`src/rtl/simon_ps2_pkg.sv`:
```
// Shared definitions for the Simon PS/2 keyboard front end: scancodes,
// receiver/decoder state encodings and the timeout counter sizing helper.
package simon_ps2_pkg;

    // Set-2 scancodes of the keys the game cares about
    localparam logic [7:0] SC_GREEN  = 8'h34;
    localparam logic [7:0] SC_RED    = 8'h2D;
    localparam logic [7:0] SC_YELLOW = 8'h35;
    localparam logic [7:0] SC_BLUE   = 8'h32;
    localparam logic [7:0] SC_ENTER  = 8'h5A;

    // Prefix bytes
    localparam logic [7:0] SC_BREAK  = 8'hF0;
    localparam logic [7:0] SC_EXT    = 8'hE0;

    typedef enum logic [1:0] {
        RX_IDLE   = 2'd0,
        RX_DATA   = 2'd1,
        RX_PARITY = 2'd2,
        RX_STOP   = 2'd3
    } rx_state_t;

    typedef enum logic [1:0] {
        DEC_NORM    = 2'd0,
        DEC_BRK     = 2'd1,
        DEC_EXT     = 2'd2,
        DEC_EXT_BRK = 2'd3
    } dec_state_t;

    // Bits needed for a counter that runs 0 .. cycles-1 (never narrower than 1)
    function automatic int tmo_cnt_width(input int cycles);
        int w;
        w = $clog2(cycles);
        return (w < 1) ? 1 : w;
    endfunction

endpackage

```
`src/rtl/ps2_rx.sv`:
```
// PS/2 frame receiver: synchronizes the raw PS/2 lines, detects falling
// clock edges and assembles 11-bit frames into bytes. A byte is offered
// for one cycle on rx_valid; any framing problem or a stalled frame gives
// a one-cycle rx_err instead.
module ps2_rx
    import simon_ps2_pkg::*;
#(
    parameter int TIMEOUT_CYCLES = 50000
) (
    input  logic       clk,
    input  logic       reset,
    input  logic       ps2_clk,
    input  logic       ps2_data,
    output logic [7:0] rx_byte,
    output logic       rx_valid,
    output logic       rx_err
);

    localparam int              TW       = tmo_cnt_width(TIMEOUT_CYCLES);
    localparam logic [TW-1:0]   TMO_LAST = TW'(TIMEOUT_CYCLES - 1);

    logic          clk_s1_q, clk_s2_q, clk_prev_q;
    logic          dat_s1_q, dat_s2_q;
    logic          fall;

    rx_state_t     state_q;
    logic [2:0]    bit_cnt_q;
    logic [7:0]    shift_q;
    logic          parity_q;
    logic [TW-1:0] tmo_q;
    logic [TW-1:0] tmo_d;
    logic [7:0]    rx_byte_q;
    logic          rx_valid_q;
    logic          rx_err_q;

    // Two-flop synchronizers; lines reset high (PS/2 idle) so no false edge
    always_ff @(posedge clk or posedge reset) begin
        if (reset) begin
            clk_s1_q   <= 1'b1;
            clk_s2_q   <= 1'b1;
            clk_prev_q <= 1'b1;
            dat_s1_q   <= 1'b1;
            dat_s2_q   <= 1'b1;
        end else begin
            clk_s1_q   <= ps2_clk;
            clk_s2_q   <= clk_s1_q;
            clk_prev_q <= clk_s2_q;
            dat_s1_q   <= ps2_data;
            dat_s2_q   <= dat_s1_q;
        end
    end

    assign fall  = clk_prev_q & ~clk_s2_q;
    assign tmo_d = tmo_q + 1'b1;

    // Frame FSM plus stall timeout; an edge arriving on the timeout cycle wins
    always_ff @(posedge clk or posedge reset) begin
        if (reset) begin
            state_q    <= RX_IDLE;
            bit_cnt_q  <= 3'd0;
            shift_q    <= 8'h00;
            parity_q   <= 1'b0;
            tmo_q      <= '0;
            rx_byte_q  <= 8'h00;
            rx_valid_q <= 1'b0;
            rx_err_q   <= 1'b0;
        end else begin
            rx_valid_q <= 1'b0;
            rx_err_q   <= 1'b0;

            if (state_q == RX_IDLE || fall) begin
                tmo_q <= '0;
            end else begin
                tmo_q <= tmo_d;
            end

            if (fall) begin
                case (state_q)
                    RX_IDLE: begin
                        if (!dat_s2_q) begin
                            state_q   <= RX_DATA;
                            bit_cnt_q <= 3'd0;
                        end else begin
                            rx_err_q  <= 1'b1;
                        end
                    end
                    RX_DATA: begin
                        shift_q   <= {dat_s2_q, shift_q[7:1]};
                        bit_cnt_q <= bit_cnt_q + 3'd1;
                        if (bit_cnt_q == 3'd7) begin
                            state_q <= RX_PARITY;
                        end
                    end
                    RX_PARITY: begin
                        parity_q <= dat_s2_q;
                        state_q  <= RX_STOP;
                    end
                    RX_STOP: begin
                        state_q <= RX_IDLE;
                        if (dat_s2_q && (^{shift_q, parity_q})) begin
                            rx_byte_q  <= shift_q;
                            rx_valid_q <= 1'b1;
                        end else begin
                            rx_err_q   <= 1'b1;
                        end
                    end
                    default: state_q <= RX_IDLE;
                endcase
            end else if (state_q != RX_IDLE && tmo_q == TMO_LAST) begin
                state_q  <= RX_IDLE;
                rx_err_q <= 1'b1;
            end
        end
    end

    assign rx_byte  = rx_byte_q;
    assign rx_valid = rx_valid_q;
    assign rx_err   = rx_err_q;

endmodule

```
`src/rtl/ps2_key_decoder.sv`:
```
// Keyboard front end for the Simon controller. Turns received scancodes
// into single-cycle key events, tracking break/extended prefixes and
// suppressing typematic repeats. Colour flags follow the last accepted make.
module ps2_key_decoder
    import simon_ps2_pkg::*;
#(
    parameter int         TIMEOUT_CYCLES = 50000,
    parameter logic [7:0] CODE_GREEN     = SC_GREEN,
    parameter logic [7:0] CODE_RED       = SC_RED,
    parameter logic [7:0] CODE_YELLOW    = SC_YELLOW,
    parameter logic [7:0] CODE_BLUE      = SC_BLUE,
    parameter logic [7:0] CODE_ENTER     = SC_ENTER
) (
    input  logic clk,
    input  logic reset,
    input  logic ps2_clk,
    input  logic ps2_data,
    output logic enter_pressed,
    output logic key_pressed,
    output logic key_released,
    output logic valid_input,
    output logic input_eq_green,
    output logic input_eq_red,
    output logic input_eq_yellow,
    output logic input_eq_blue,
    output logic frame_err
);

    logic [7:0] rx_byte;
    logic       rx_valid;
    logic       rx_err;

    dec_state_t dec_q;
    logic [7:0] code_q;
    logic       held_q;
    logic       enter_held_q;
    logic       enter_pressed_q;
    logic       key_pressed_q;
    logic       key_released_q;
    logic       valid_q;
    logic       eq_green_q, eq_red_q, eq_yellow_q, eq_blue_q;

    ps2_rx #(
        .TIMEOUT_CYCLES (TIMEOUT_CYCLES)
    ) u_rx (
        .clk      (clk),
        .reset    (reset),
        .ps2_clk  (ps2_clk),
        .ps2_data (ps2_data),
        .rx_byte  (rx_byte),
        .rx_valid (rx_valid),
        .rx_err   (rx_err)
    );

    // Prefix tracking, key latch and event pulses; colour flags refresh with key_pressed
    always_ff @(posedge clk or posedge reset) begin
        if (reset) begin
            dec_q           <= DEC_NORM;
            code_q          <= 8'h00;
            held_q          <= 1'b0;
            enter_held_q    <= 1'b0;
            enter_pressed_q <= 1'b0;
            key_pressed_q   <= 1'b0;
            key_released_q  <= 1'b0;
            valid_q         <= 1'b0;
            eq_green_q      <= 1'b0;
            eq_red_q        <= 1'b0;
            eq_yellow_q     <= 1'b0;
            eq_blue_q       <= 1'b0;
        end else begin
            enter_pressed_q <= 1'b0;
            key_pressed_q   <= 1'b0;
            key_released_q  <= 1'b0;

            if (rx_valid) begin
                case (dec_q)
                    DEC_NORM: begin
                        if (rx_byte == SC_BREAK) begin
                            dec_q <= DEC_BRK;
                        end else if (rx_byte == SC_EXT) begin
                            dec_q <= DEC_EXT;
                        end else if (rx_byte == CODE_ENTER) begin
                            if (!enter_held_q) begin
                                enter_held_q    <= 1'b1;
                                enter_pressed_q <= 1'b1;
                            end
                        end else if (!held_q) begin
                            code_q        <= rx_byte;
                            held_q        <= 1'b1;
                            key_pressed_q <= 1'b1;
                            eq_green_q    <= (rx_byte == CODE_GREEN);
                            eq_red_q      <= (rx_byte == CODE_RED);
                            eq_yellow_q   <= (rx_byte == CODE_YELLOW);
                            eq_blue_q     <= (rx_byte == CODE_BLUE);
                            valid_q       <= (rx_byte == CODE_GREEN)  ||
                                             (rx_byte == CODE_RED)    ||
                                             (rx_byte == CODE_YELLOW) ||
                                             (rx_byte == CODE_BLUE);
                        end
                    end
                    DEC_BRK: begin
                        dec_q <= DEC_NORM;
                        if (rx_byte == CODE_ENTER) begin
                            enter_held_q <= 1'b0;
                        end else if (held_q && rx_byte == code_q) begin
                            held_q         <= 1'b0;
                            key_released_q <= 1'b1;
                        end
                    end
                    DEC_EXT: begin
                        dec_q <= (rx_byte == SC_BREAK) ? DEC_EXT_BRK : DEC_NORM;
                    end
                    DEC_EXT_BRK: begin
                        dec_q <= DEC_NORM;
                    end
                    default: dec_q <= DEC_NORM;
                endcase
            end
        end
    end

    assign enter_pressed   = enter_pressed_q;
    assign key_pressed     = key_pressed_q;
    assign key_released    = key_released_q;
    assign valid_input     = valid_q;
    assign input_eq_green  = eq_green_q;
    assign input_eq_red    = eq_red_q;
    assign input_eq_yellow = eq_yellow_q;
    assign input_eq_blue   = eq_blue_q;
    assign frame_err       = rx_err;

endmodule

```
`config.mk`:
```
export PLATFORM = sky130hd
export DESIGN_NAME = ps2_key_decoder
export DESIGN_NICKNAME = d
export VERILOG_FILES = /design/src/rtl/simon_ps2_pkg.sv /design/src/rtl/ps2_rx.sv /design/src/rtl/ps2_key_decoder.sv
export SDC_FILE = /design/constraint.sdc
export NUM_CORES = 1
export LEC_CHECK = 0
export CAP_MARGIN = 10
export CORE_MARGIN = 2
export CORE_UTILIZATION = 67
export CTS_BUF_LIST = sky130_fd_sc_hd__clkbuf_8
export CTS_CLUSTER_DIAMETER = 120
export CTS_CLUSTER_SIZE = 16
export DETAILED_ROUTE_END_ITERATION = 8
export PLACE_DENSITY = 0.87
export SYNTH_ARGS = -nofsm -noshare
export SYNTH_HDL_FRONTEND = slang
export SYNTH_SLANG_ARGS = --single-unit
```
`constraint.sdc`:
```
create_clock -name clk -period 6.11 [get_ports clk]
set_input_delay 1.5275 -clock clk [delete_from_list [all_inputs] [get_ports clk]]
set_output_delay 1.5275 -clock clk [all_outputs]
set_load 0.02 [all_outputs]
```
==> impl_metrics.py <==
metrics = {
    "status": {
        "outcome": "finished clean",
    },
    "synth": {
        "yosys_register_bits": 65,
        "asyncSetResetFlopFracSynth_pct": 100,
        "synth_ff_type": "dfrtp_1",
        "yosysTopAreaCell": "dfrtp_1",
        "ys_warn_count": 0,
        "synthesis.area_per_instance_sq_um": 11.8,
        "synth_cell_type_count": 36,
        "synth.top_cell.area_share_pct": 48.4,
        "yosysSeqAreaShare_pct": 52.6,
        "ys_top_cells_by_area": "dfrtp_1 48%, mux2_2 7.6%, mux2_4 4.4%",
        "syn-cell-area_sq_um": 3100,
        "synth_edf_count": 0,
        "postSynthNetCount": 275,
        "post_synth_inst_count": 263,
    },
    "global_route": {
        "grt_first_pass_wirelength_mm": 9.26,
        "grt_start_max_net_pins": 66,
        "track_usage_pct": 23.8,
        "grt_remaining_overflow": 0,
        "first_global_vias": 2028,
        "grt_antenna_before_repair": 0,
    },
    "critical_path": {
        "slowest_stage": "clkdlybuf4s50_1",
        "critPathKind": "flop to output port",
        "crit_path_start_kind": "flop",
        "arrival_ns": 1.30,
        "max_stage_delay_ns": 0.60,
        "cp_top_family": "buffers and inverters",
        "cp_data_required_time_ns": 4.58,
        "path_buf_inv": 1,
        "timing.critical_path.cells": "clkdlybuf4s50_1",
        "critical_path_peak_fanout": 2,
        "critPathCaptureType": "output port",
    },
    "floorplanning": {
        "fp-row-count": 24,
        "io-pin-count": 13,
        "die_h_microns": 72.1,
        "fp.coreArea_sq_um": 4410,
        "die_x_microns": 72.1,
        "initial_utilization_pct": 70.3,
        "die_area_sq_um": 5190,
    },
    "clock_tree": {
        "cts.repair_timing.setup_buffer_count": 0,
        "skew_pair_late_insertion_delay_ns": 0.35,
        "cts_tree": "built",
        "h_tree_depth": 3,
        "post_cts_resized": 0,
        "cts-hold-fix-buffers": 0,
        "root_buffer": "clkbuf_8",
        "clock_sinks": 65,
        "path_clk_slew_ns": 0.08,
        "max-clock-path-buffers": 2,
        "tritoncts_buffers": 9,
    },
    "drt": {
        "drt_first_pass_iters": 5,
        "drt_iter0_markers": 108,
        "detail-route-antenna-nets": 0,
        "detail_route.vias_per_cell": 6.05,
        "post-route-drc-count": 0,
        "routed-via-count": 2044,
        "routed_wirelength_mm": 5.40,
        "route.detailed.wl_per_inst_microns": 16.0,
    },
    "power": {
        "p_per_area_nw_per_um2": 384,
        "static-leakage-power_nw": 1.64,
        "power.ir.vdd_worst_uv": 301,
    },
    "place": {
        "place.detailed.hpwl_mm": 3.54,
        "place_congestion": 0.881,
        "io_buffer_count": 12,
    },
    "sta": {
        "finalSetupTns_ns": 0,
        "min_period_over_period_pct": 46.3,
        "final.setup_skew_ns": 0.0104,
        "unrepaired_setup_endpoints_after_global_routing": "false",
        "fmax_mhz": 354,
        "final.min_clock_period_ns": 2.83,
        "hold_slack_ns": 0.355,
        "relSlewSlack_pct": 47.2,
        "final_hold_violations": 0,
        "final-max-slew-violation-count": 0,
        "setup-violations-final": 0,
        "timing_worst_slew_pin_value_ns": 0.792,
    },
    "finish": {
        "post_route_cells_drive_above_1_share_pct": 18.5,
        "finish.net_count": 293,
        "filler_cell_count": 270,
        "area_growth_pct": 11.5,
        "num_antenna_cells": 0,
    },
    "min_path": {
        "hold_path.class": "flop to flop",
    },
    "job": {
        "max-cap-violations": 0,
    },
}
[stage by stage]
stage / std cells / util, % / total power [mW] / area, sq um / worst slack, ns
finish: 338 / 78.3 / 1.33 / 3460 / 3.28
global route: 338 / 78.3 / 1.39 / 3460 / 3.23
CTS: 338 / 78.3 / 1.33 / 3460 / 3.27
detailed placement: 322 / 73.9 / 0.966 / 3260 / 3.45
global placement: 322 / 73.9 / 0.945 / 3260 / 3.46
floorplan: 263 / - / 0.891 / 3100 / 2.96
[area by class of cell]
class	instances	area [sq um]	share of cell area (%)
Timing Repair Buffer	13	128	3.69
Clock buffer	10	138	3.98
Tap cell	52	65.1	1.88
Multi-Input combinational cell	179	1390	40.1
Inverter	13	48.8	1.41
Clock inverter	6	58.8	1.70
Sequential cell	65	1630	47.2
[Yosys cell counts, types with 3 or more instances]
| cell type | number |
|---|---|
| nand2b_1 | 6 |
| a21oi_1 | 8 |
| o21ai_0 | 4 |
| xor2_1 | 10 |
| nand2_1 | 12 |
| nor2b_1 | 7 |
| dfstp_2 | 5 |
| nand3_1 | 9 |
| mux2i_1 | 3 |
| nor4_1 | 8 |
| xnor2_1 | 12 |
| nor3_1 | 5 |
| mux2_4 | 9 |
| or3_1 | 4 |
| nor2_1 | 22 |
| nand4_1 | 11 |
| o211ai_1 | 4 |
| clkbuf_1 | 4 |
| inv_1 | 13 |
| dfrtp_1 | 60 |
| mux2_2 | 21 |
| ha_1 | 8 |
[final timing paths]
check	depth (start not counted)	endpoint	slack (ns)	startpoint
max in group asynchronous	3	u_rx.tmo_q[15]	3.86	reset
min reg2reg	0	u_rx.clk_s2_q	0.36	u_rx.clk_s1_q
max reg2reg	4	input_eq_blue	3.84	u_rx.rx_byte[6]
min in group asynchronous	3	key_pressed	1.73	reset
min	0	u_rx.clk_s2_q	0.36	u_rx.clk_s1_q
max	1	input_eq_red	3.28	input_eq_red
[per-layer routing]
metal  vias to the layer above  GRT usage [%]  wire [microns]  part of all wire (%)
met5                         -              0               0                     0
met4                         0           12.2             125                   2.3
met3                        16           6.53             197                   3.6
met2                        44           38.5            2680                    50
met1                      1016           29.7            2400                    44
li1                        968              -               -                     -
[layout by cell type (no fill, tap or decap), types with 3 or more instances in the layout]
| cell | instances |
|---|---|
| xor2_1 | 10 |
| clkbuf_8 | 10 |
| dfstp_2 | 5 |
| nand2b_1 | 6 |
| nand4_1 | 11 |
| inv_1 | 13 |
| clkdlybuf4s50_1 | 12 |
| o211ai_1 | 4 |
| mux2i_1 | 3 |
| nor2b_1 | 7 |
| nand3_1 | 9 |
| nor2_1 | 22 |
| o21ai_0 | 4 |
| nor3_1 | 5 |
| xnor2_1 | 12 |
| or3_1 | 4 |
| mux2_2 | 21 |
| dfrtp_1 | 60 |
| nand2_1 | 12 |
| nor4_1 | 8 |
| ha_1 | 8 |
| a21oi_1 | 8 |
| mux2_4 | 9 |
[power by group]
group          leakage (nW)  total (mW)  switching (mW)  internal [mW]
Combinational         0.672       0.376           0.171          0.205
Clock                0.0995       0.361           0.164          0.196
Sequential            0.870       0.590          0.0875          0.503
Total                  1.64        1.33           0.423          0.904
[worst reg2reg max path, stage by stage, from the launching register on]
cell	delay [ns]
dfrtp_1	0.51
nor4bb_1	0.31
nand4_1	0.26
nand4_1	0.66
mux2_2	0.42
[flip-flops by register name, summed over array words and instances, names as in the netlist, 2 cells and up]
signal and flops:
code_q 8, u_rx.bit_cnt_q 3, u_rx.rx_byte 8, u_rx.tmo_q 16, u_rx.shift_q 8, dec_q 2, u_rx.state_q 2
[cell families after synthesis]
kind of cell | synth area share (%)
AO/OA/AOI/OAI | 5.36
buffers and inverters | 2.66
adder cells (fa/ha/maj) | 3.23
flip-flops | 52.6
XOR/XNOR | 8.43
AND/OR/NAND/NOR | 14.8
multiplexers | 12.9
Note: power is estimated with default switching activity, not from simulation.
